<file path="src/rtl/ram2x8_ctrl_if.sv">
// Host command/response channels plus the ram2x8 memory port, bundled so the
// controller and its environment share one set of signal definitions.
// The master side is the host together with the RAM; the slave side is the
// controller itself.
interface ram2x8_ctrl_if #(
    parameter int DATA_W = 8
);
    // host command channel
    logic              cmd_valid;
    logic              cmd_ready;
    logic [1:0]        cmd_op;
    logic              cmd_addr;
    logic [DATA_W-1:0] cmd_data;

    // host response channel
    logic              rsp_valid;
    logic              rsp_ready;
    logic [DATA_W-1:0] rsp_data;
    logic              rsp_err;

    // ram2x8 memory port
    logic              mem_rw;
    logic              mem_addr;
    logic [DATA_W-1:0] mem_wdata;
    logic              mem_clear;
    logic [DATA_W-1:0] mem_rdata;

    modport master (
        output cmd_valid, cmd_op, cmd_addr, cmd_data, rsp_ready, mem_rdata,
        input  cmd_ready, rsp_valid, rsp_data, rsp_err,
        input  mem_rw, mem_addr, mem_wdata, mem_clear
    );

    modport slave (
        input  cmd_valid, cmd_op, cmd_addr, cmd_data, rsp_ready, mem_rdata,
        output cmd_ready, rsp_valid, rsp_data, rsp_err,
        output mem_rw, mem_addr, mem_wdata, mem_clear
    );
endinterface

</file>
<file path="src/rtl/ram2x8_ctrl.sv">
// Initiator-side controller for a 2-word ram2x8 memory. Accepts read, write,
// verify (write then read-back compare) and clear-all commands from a host
// and owns all timing of mem_rw / mem_addr / mem_clear. Every output is a
// register loaded from the next-state decode, so each output lines up with
// the state the FSM is entering.
module ram2x8_ctrl #(
    parameter int DATA_W    = 8,
    parameter int READ_WAIT = 1
) (
    input  logic            clk,
    input  logic            clear,
    ram2x8_ctrl_if.slave    bus
);

    localparam logic [1:0] OP_READ   = 2'b00;
    localparam logic [1:0] OP_WRITE  = 2'b01;
    localparam logic [1:0] OP_VERIFY = 2'b10;
    localparam logic [1:0] OP_CLEAR  = 2'b11;

    // the counter counts down to zero, so the load value is one less than the
    // number of WAIT cycles
    localparam logic [3:0] WAIT_LOAD = 4'(READ_WAIT - 1);

    typedef enum logic [2:0] {
        ST_IDLE  = 3'd0,
        ST_WRITE = 3'd1,
        ST_WAIT  = 3'd2,
        ST_CLR   = 3'd3,
        ST_RESP  = 3'd4
    } state_t;

    state_t              r_state;
    state_t              w_state_nxt;

    // latched command
    logic [1:0]          r_op;
    logic [DATA_W-1:0]   r_data;
    logic [3:0]          r_wait_cnt;

    // registered outputs
    logic                r_cmd_ready;
    logic                r_rsp_valid;
    logic [DATA_W-1:0]   r_rsp_data;
    logic                r_rsp_err;
    logic                r_mem_rw;
    logic                r_mem_addr;
    logic [DATA_W-1:0]   r_mem_wdata;
    logic                r_mem_clear;

    // next values for the registers above
    logic [1:0]          w_op_nxt;
    logic [DATA_W-1:0]   w_data_nxt;
    logic [3:0]          w_wait_cnt_nxt;
    logic                w_cmd_ready_nxt;
    logic                w_rsp_valid_nxt;
    logic [DATA_W-1:0]   w_rsp_data_nxt;
    logic                w_rsp_err_nxt;
    logic                w_mem_rw_nxt;
    logic                w_mem_addr_nxt;
    logic [DATA_W-1:0]   w_mem_wdata_nxt;
    logic                w_mem_clear_nxt;

    logic                w_accept;
    logic                w_wait_last;
    logic                w_sample;

    // cmd_ready is only ever high in IDLE, so it alone qualifies acceptance
    assign w_accept    = bus.cmd_valid & r_cmd_ready;
    assign w_wait_last = (r_wait_cnt == 4'd0);
    assign w_sample    = (r_state == ST_WAIT) & w_wait_last;

    // state register; an asynchronous clear aborts any command in flight
    always_ff @(posedge clk or negedge clear) begin
        if (!clear) begin
            r_state <= ST_IDLE;
        end else begin
            r_state <= w_state_nxt;
        end
    end

    // next-state decode
    always_comb begin
        w_state_nxt = r_state;
        case (r_state)
            ST_IDLE: begin
                if (w_accept) begin
                    case (bus.cmd_op)
                        OP_READ:   w_state_nxt = ST_WAIT;
                        OP_WRITE:  w_state_nxt = ST_WRITE;
                        OP_VERIFY: w_state_nxt = ST_WRITE;
                        OP_CLEAR:  w_state_nxt = ST_CLR;
                        default:   w_state_nxt = ST_IDLE;
                    endcase
                end else begin
                    w_state_nxt = ST_IDLE;
                end
            end
            ST_WRITE: begin
                if (r_op == OP_VERIFY) begin
                    w_state_nxt = ST_WAIT;
                end else begin
                    w_state_nxt = ST_RESP;
                end
            end
            ST_WAIT: begin
                if (w_wait_last) begin
                    w_state_nxt = ST_RESP;
                end else begin
                    w_state_nxt = ST_WAIT;
                end
            end
            ST_CLR: begin
                w_state_nxt = ST_RESP;
            end
            ST_RESP: begin
                if (bus.rsp_ready) begin
                    w_state_nxt = ST_IDLE;
                end else begin
                    w_state_nxt = ST_RESP;
                end
            end
            default: begin
                w_state_nxt = ST_IDLE;
            end
        endcase
    end

    // output and datapath decode from the state being entered
    always_comb begin
        w_cmd_ready_nxt = (w_state_nxt == ST_IDLE);
        w_rsp_valid_nxt = (w_state_nxt == ST_RESP);
        w_mem_rw_nxt    = (w_state_nxt == ST_WRITE);
        w_mem_clear_nxt = (w_state_nxt == ST_CLR);

        // command fields and address are captured only at acceptance
        if (w_accept) begin
            w_op_nxt       = bus.cmd_op;
            w_data_nxt     = bus.cmd_data;
            w_mem_addr_nxt = bus.cmd_addr;
        end else begin
            w_op_nxt       = r_op;
            w_data_nxt     = r_data;
            w_mem_addr_nxt = r_mem_addr;
        end

        // write data only changes when a write is actually about to happen
        if (w_accept && ((bus.cmd_op == OP_WRITE) || (bus.cmd_op == OP_VERIFY))) begin
            w_mem_wdata_nxt = bus.cmd_data;
        end else begin
            w_mem_wdata_nxt = r_mem_wdata;
        end

        // load on WAIT entry, count down while waiting
        if ((w_state_nxt == ST_WAIT) && (r_state != ST_WAIT)) begin
            w_wait_cnt_nxt = WAIT_LOAD;
        end else if ((r_state == ST_WAIT) && !w_wait_last) begin
            w_wait_cnt_nxt = r_wait_cnt - 4'd1;
        end else begin
            w_wait_cnt_nxt = 4'd0;
        end

        // write/clear respond with zero data, so clear it at acceptance
        if (w_accept) begin
            w_rsp_data_nxt = '0;
        end else if (w_sample) begin
            w_rsp_data_nxt = bus.mem_rdata;
        end else begin
            w_rsp_data_nxt = r_rsp_data;
        end

        // mismatch flag only meaningful for verify; dropped on handshake
        if (w_accept) begin
            w_rsp_err_nxt = 1'b0;
        end else if (w_sample) begin
            w_rsp_err_nxt = (r_op == OP_VERIFY) && (bus.mem_rdata != r_data);
        end else if ((r_state == ST_RESP) && bus.rsp_ready) begin
            w_rsp_err_nxt = 1'b0;
        end else begin
            w_rsp_err_nxt = r_rsp_err;
        end
    end

    // output and datapath registers
    always_ff @(posedge clk or negedge clear) begin
        if (!clear) begin
            r_op        <= 2'b00;
            r_data      <= '0;
            r_wait_cnt  <= 4'd0;
            r_cmd_ready <= 1'b0;
            r_rsp_valid <= 1'b0;
            r_rsp_data  <= '0;
            r_rsp_err   <= 1'b0;
            r_mem_rw    <= 1'b0;
            r_mem_addr  <= 1'b0;
            r_mem_wdata <= '0;
            r_mem_clear <= 1'b0;
        end else begin
            r_op        <= w_op_nxt;
            r_data      <= w_data_nxt;
            r_wait_cnt  <= w_wait_cnt_nxt;
            r_cmd_ready <= w_cmd_ready_nxt;
            r_rsp_valid <= w_rsp_valid_nxt;
            r_rsp_data  <= w_rsp_data_nxt;
            r_rsp_err   <= w_rsp_err_nxt;
            r_mem_rw    <= w_mem_rw_nxt;
            r_mem_addr  <= w_mem_addr_nxt;
            r_mem_wdata <= w_mem_wdata_nxt;
            r_mem_clear <= w_mem_clear_nxt;
        end
    end

    assign bus.cmd_ready = r_cmd_ready;
    assign bus.rsp_valid = r_rsp_valid;
    assign bus.rsp_data  = r_rsp_data;
    assign bus.rsp_err   = r_rsp_err;
    assign bus.mem_rw    = r_mem_rw;
    assign bus.mem_addr  = r_mem_addr;
    assign bus.mem_wdata = r_mem_wdata;
    assign bus.mem_clear = r_mem_clear;

endmodule
</file>
<file path="src/flat_wrapper.sv">
// flat-port wrapper written by rule: the top's interface ports become plain ports
module ram2x8_ctrl_flat 
#(
    parameter int DATA_W    = 8,
    parameter int READ_WAIT = 1
)
  (clk, clear, bus_cmd_valid, bus_cmd_op, bus_cmd_addr, bus_cmd_data, bus_rsp_ready, bus_mem_rdata, bus_cmd_ready, bus_rsp_valid, bus_rsp_data, bus_rsp_err, bus_mem_rw, bus_mem_addr, bus_mem_wdata, bus_mem_clear);
  ram2x8_ctrl_if #(.DATA_W(DATA_W)) bus_i ();
  input  logic clk;
  input  logic clear;
  input wire logic [$bits(bus_i.cmd_valid)-1:0] bus_cmd_valid;
  input wire logic [$bits(bus_i.cmd_op)-1:0] bus_cmd_op;
  input wire logic [$bits(bus_i.cmd_addr)-1:0] bus_cmd_addr;
  input wire logic [$bits(bus_i.cmd_data)-1:0] bus_cmd_data;
  input wire logic [$bits(bus_i.rsp_ready)-1:0] bus_rsp_ready;
  input wire logic [$bits(bus_i.mem_rdata)-1:0] bus_mem_rdata;
  output wire logic [$bits(bus_i.cmd_ready)-1:0] bus_cmd_ready;
  output wire logic [$bits(bus_i.rsp_valid)-1:0] bus_rsp_valid;
  output wire logic [$bits(bus_i.rsp_data)-1:0] bus_rsp_data;
  output wire logic [$bits(bus_i.rsp_err)-1:0] bus_rsp_err;
  output wire logic [$bits(bus_i.mem_rw)-1:0] bus_mem_rw;
  output wire logic [$bits(bus_i.mem_addr)-1:0] bus_mem_addr;
  output wire logic [$bits(bus_i.mem_wdata)-1:0] bus_mem_wdata;
  output wire logic [$bits(bus_i.mem_clear)-1:0] bus_mem_clear;
  assign bus_i.cmd_valid = bus_cmd_valid;
  assign bus_i.cmd_op = bus_cmd_op;
  assign bus_i.cmd_addr = bus_cmd_addr;
  assign bus_i.cmd_data = bus_cmd_data;
  assign bus_i.rsp_ready = bus_rsp_ready;
  assign bus_i.mem_rdata = bus_mem_rdata;
  assign bus_cmd_ready = bus_i.cmd_ready;
  assign bus_rsp_valid = bus_i.rsp_valid;
  assign bus_rsp_data = bus_i.rsp_data;
  assign bus_rsp_err = bus_i.rsp_err;
  assign bus_mem_rw = bus_i.mem_rw;
  assign bus_mem_addr = bus_i.mem_addr;
  assign bus_mem_wdata = bus_i.mem_wdata;
  assign bus_mem_clear = bus_i.mem_clear;
  ram2x8_ctrl #(.DATA_W(DATA_W), .READ_WAIT(READ_WAIT)) u_core (.clk(clk), .clear(clear), .bus(bus_i));
endmodule
</file>
<file path="config.mk">
export PLATFORM = sky130hd
export DESIGN_NAME = ram2x8_ctrl_flat
export DESIGN_NICKNAME = d
export VERILOG_FILES = /design/src/rtl/ram2x8_ctrl_if.sv /design/src/rtl/ram2x8_ctrl.sv /design/src/flat_wrapper.sv
export SDC_FILE = /design/constraint.sdc
export NUM_CORES = 1
export LEC_CHECK = 0
export ABC_AREA = 1
export ABC_CLOCK_PERIOD_IN_PS = 1900
export CORE_ASPECT_RATIO = 0.5
export CORE_MARGIN = 4
export CORE_UTILIZATION = 52
export DETAILED_ROUTE_END_ITERATION = 10
export PLACE_DENSITY = 0.86
export SLEW_MARGIN = 15
export SYNTH_ARGS = -nofsm -noshare
export SYNTH_HDL_FRONTEND = slang
export SYNTH_SLANG_ARGS = --single-unit
</file>
<file path="constraint.sdc">
create_clock -name clk -period 1.9 [get_ports clk]
set_clock_uncertainty 0.05 [all_clocks]
set_input_delay 0.38 -clock clk [delete_from_list [all_inputs] [get_ports clk]]
set_output_delay 0.38 -clock clk [all_outputs]
set_load 0.01 [all_outputs]
</file>
==> results.txt <==
The final critical delay including setup and external delays is between 1.5 and 2 ns. In this run the cell area of the synthesized design comes to around 1800 um^2. Counting flops with an async set or reset pin after synthesis yields a share of 100%. The cell sitting at the root of the clock tree is a clkbuf_8. Entering global routing, the biggest net connects 40 pins. The analysis attributes to cell leakage a power of 1.19 nW. The fill cell instance count of the final layout is about 230. The transition time of the tightest slew-check pin is 0.486 ns.

The count of boundary I/O pins came out at 45. The required time at the endpoint of the critical path came out at between 1 and 1.5 ns. The beginning of the worst register-to-register path is u_core.r_wait_cnt[0].

The number of synthesized flops with an enable pin came out at 0. The area share of the leading cell type in the synthesized netlist came out at about 55%. The unique cell type count in the Yosys netlist came out at 22. Global routing used 4.78% of the available met3 tracks. The clock tree from TritonCTS is built.

The site row count came out at 14. The worst pin sits at a relative slew slack of 67.6%. The number of gates resized after cts is 0. The peak ir drop on the vdd network came out at 751 uV.

Setup repair after global routing left no endpoint under its margin. The clock drives 39 sinks. The die covers 4460 um^2. The total routed wirelength is 3.54 mm. The hold violation total from the final report is 0. The vertical extent of the die came out at roughly 50 um. The number of H-tree levels came out at 2. The clock transition time at the flip-flop clock pins of the worst setup and hold paths is 0.07 ns.

The total track usage is 17.8%. The number of hold buffers added after cts came out at 0. The summed area of non-filler cells in the final layout is 2330 um^2.

The flip-flop cell with the highest count after synthesis is dfrtp_1. The final-layout setup total negative slack came out at 0 ns. The final number of setup-violating endpoints is 0. The diode insertion count for antenna repair came out at 0. STA puts the critical path data arrival time at 1.24 ns.

The die extent in x came out at 90.5 um. The average wire per standard cell is ~12 um. In this run the remaining antenna-violating nets after routing total 0. The clock insertion delay at the later pin of the skew report is 0.28 ns.

For this run, global-route usage on met1 was measured as approximately 22%. The maximum clock frequency came out at roughly 600 MHz. The synthesized netlist cell count came out at 203.

The total of flip-flops plus latches after synthesis came out at 39. The instance area at placement came out at around 2300 um^2. The congestion estimate from routability-driven global placement came to between 0.7 and 0.8.

The flow ran to the end, and the final reports show no timing, DRC or antenna violations. The worst setup path is launched from a flip-flop. The post-CTS setup-driven buffer insertion count is 0. The critical path endpoint category is an output pin. The end of the worst register-to-register path is u_core.bus.mem_rw.

Summed over all instances, the cell type with the most area after synthesis is dfrtp_1. The power density normalized to cell area came out at about 1300 nW/um^2. The buffering stage count on the worst path with inverters included is 1. The initial antenna violation count is 0. Among all stages on the critical path, the largest delay is contributed by clkdlybuf4s50_1. Of all nets on the critical path, the largest fanout is 2. The first detailed-routing pass ran for 4 iterations. The number of synthesis warnings came out at 0. After floorplanning, the core was sized to cover 3140 um^2. The number of pins with negative max-slew slack in the final report came to 0. The register area came out at 976 um^2. The routed layout has 1404 vias. The ratio of final minimum period to clock period is 88.1%. The met2 capacity usage during global routing is approximately 31%.

In this run the worst hold path is classified as input pin to async pin. The max capacitance violation total came out at 0. Compared with the post-synthesis result, the final layout area differs by 31.8%. The clock passes through at most 2 buffers.

After detailed routing, the number of vias per cell comes to between 4 and 5. The first-iteration detailed-routing DRC count is 54. The effective utilization at floorplan is 56.4%. The share of synthesized area occupied by flip-flops and latches came out at 55.2%. Across all register-to-register paths, the minimum setup slack is 0.53 ns. The total grt overflow is 0.

The net count of the mapped netlist is 229. The biggest cell delay along the critical path is 0.56 ns. The sum of net half-perimeters after detailed placement is 2.74 mm.

In the post-synthesis netlist, the biggest area contributors are dfrtp_1, nand2_1, inv_1. The remaining routing DRC violations came out at 0. The number of global-route vias before repair came to between 1000 and 1500. The share of layout cells above drive strength 1 came out at 9.45%. The signal on the critical path passes through clkdlybuf4s50_1.

The area of the multi-input gates is 658 um^2. The mean instance size in the synthesized netlist is 8.72 um^2. The cell family contributing the most delay on the critical path is buffers and inverters. The count of input and output buffers is 44. By startpoint and endpoint, the worst setup path is classified as flip-flop to output pin. Counting the buffers created by CTS gives 5.

The global-route wire length before repair came out at 6.38 mm. After global routing, the most crowded layer is met2. The worst register-to-register path has a depth of 6. The final net count is 279.
-- state kept, by name (all words and copies together) (netlist names) --
signal and count:
u_core.bus.mem_wdata 8, u_core.bus.rsp_data 8, u_core.r_data 8, u_core.r_wait_cnt 4, u_core.r_state 3, u_core.r_op 2
u_core.bus.cmd_ready 1, u_core.bus.mem_addr 1, u_core.bus.mem_clear 1, u_core.bus.mem_rw 1, u_core.bus.rsp_err 1, u_core.bus.rsp_valid 1
-- cells by family after synthesis --
group | after synthesis | synth area share [%]
and+or+nand+nor | 99 | 26.3
DFF | 39 | 55.2
buffers and inverters | 34 | 7.64
AOI/OAI and AO/OA | 24 | 6.79
xor gates and xnor gates | 4 | 1.98
adders and majority gates | 3 | 2.12
-- Yosys cell counts, types with 2 or more instances --
library cell and instances:
nor2_1 16, inv_2 3, dfrtp_1 39, o21ai_1 5, nor2_2 2, xnor2_1 4
ha_1 3, nand3_1 11, inv_1 28, nand2_1 57, o21ai_0 18, clkbuf_1 2
nand2_4 3, nor2_4 2, nand2_2 3
-- final cells by class --
type | count | area share (%)
Clock buffer | 7 | 3.27
Sequential cell | 39 | 41.8
Inverter | 31 | 4.99
Tap cell | 40 | 2.15
Multi-Input combinational cell | 130 | 28.2
Clock inverter | 1 | 0.215
Timing Repair Buffer | 46 | 19.3
-- metrics by stage --
| stage | hold slack (ns) | cells | total power, mW | utilization, % | worst slack [ns] |
|---|---|---|---|---|---|
| after global routing | 0.140 | 294 | 3.30 | 74.4 | 0.173 |
| after CTS | 0.0962 | 294 | 3.09 | 74.4 | 0.210 |
| after detailed placement | 0.371 | 286 | 2.56 | 71.8 | 0.105 |
| final | 0.0824 | 294 | 3.07 | 74.4 | 0.227 |
| after floorplan | 0.0344 | 203 | 1.97 | - | 0.639 |
| after global placement | 0.366 | 286 | 2.51 | 71.8 | 0.124 |
-- routing by layer --
metal  vias up  routed length (um)
li1        719                   -
met1       656                1710
met2        27                1700
met3         2                 107
met4         0                  18
met5         -                   0
-- worst max-delay path by stage --
| stage | slack, ns | depth (start not counted) | from | endpoint |
|---|---|---|---|---|
| after floorplan | 0.64 | 9 | bus_cmd_op[0] | u_core.bus.mem_clear |
| after global placement | 0.12 | 10 | bus_cmd_op[0] | u_core.bus.mem_clear |
| after detailed placement | 0.10 | 10 | bus_cmd_op[0] | u_core.bus.mem_clear |
| after CTS | 0.21 | 1 | u_core.bus.cmd_ready | bus_cmd_ready |
| after global routing | 0.17 | 1 | u_core.bus.cmd_ready | bus_cmd_ready |
| final | 0.23 | 1 | u_core.bus.cmd_ready | bus_cmd_ready |
-- where the power goes --
group	total, mW	internal (mW)	switching, mW
Combinational	1.19	0.593	0.599
Sequential	1.35	1.14	0.208
Clock	0.527	0.257	0.270
-- cells in the final DEF (no fill, tap or decap), drive strengths merged --
| cell type | netlist | routed |
|---|---|---|
| a21oi | 1 | 1 |
| and3 | 1 | 1 |
| buf | 1 | 3 |
| clkbuf | 2 | 7 |
| clkdlybuf4s50 | 0 | 43 |
| clkinv | 0 | 1 |
| dfrtp | 39 | 39 |
| ha | 3 | 3 |
| inv | 31 | 31 |
| nand2 | 63 | 63 |
| nand3 | 12 | 12 |
| nand3b | 1 | 1 |
| nor2 | 21 | 21 |
| nor3 | 1 | 1 |
| o21ai | 23 | 23 |
| xnor2 | 4 | 4 |
Note: power is estimated with default switching activity, not from simulation.
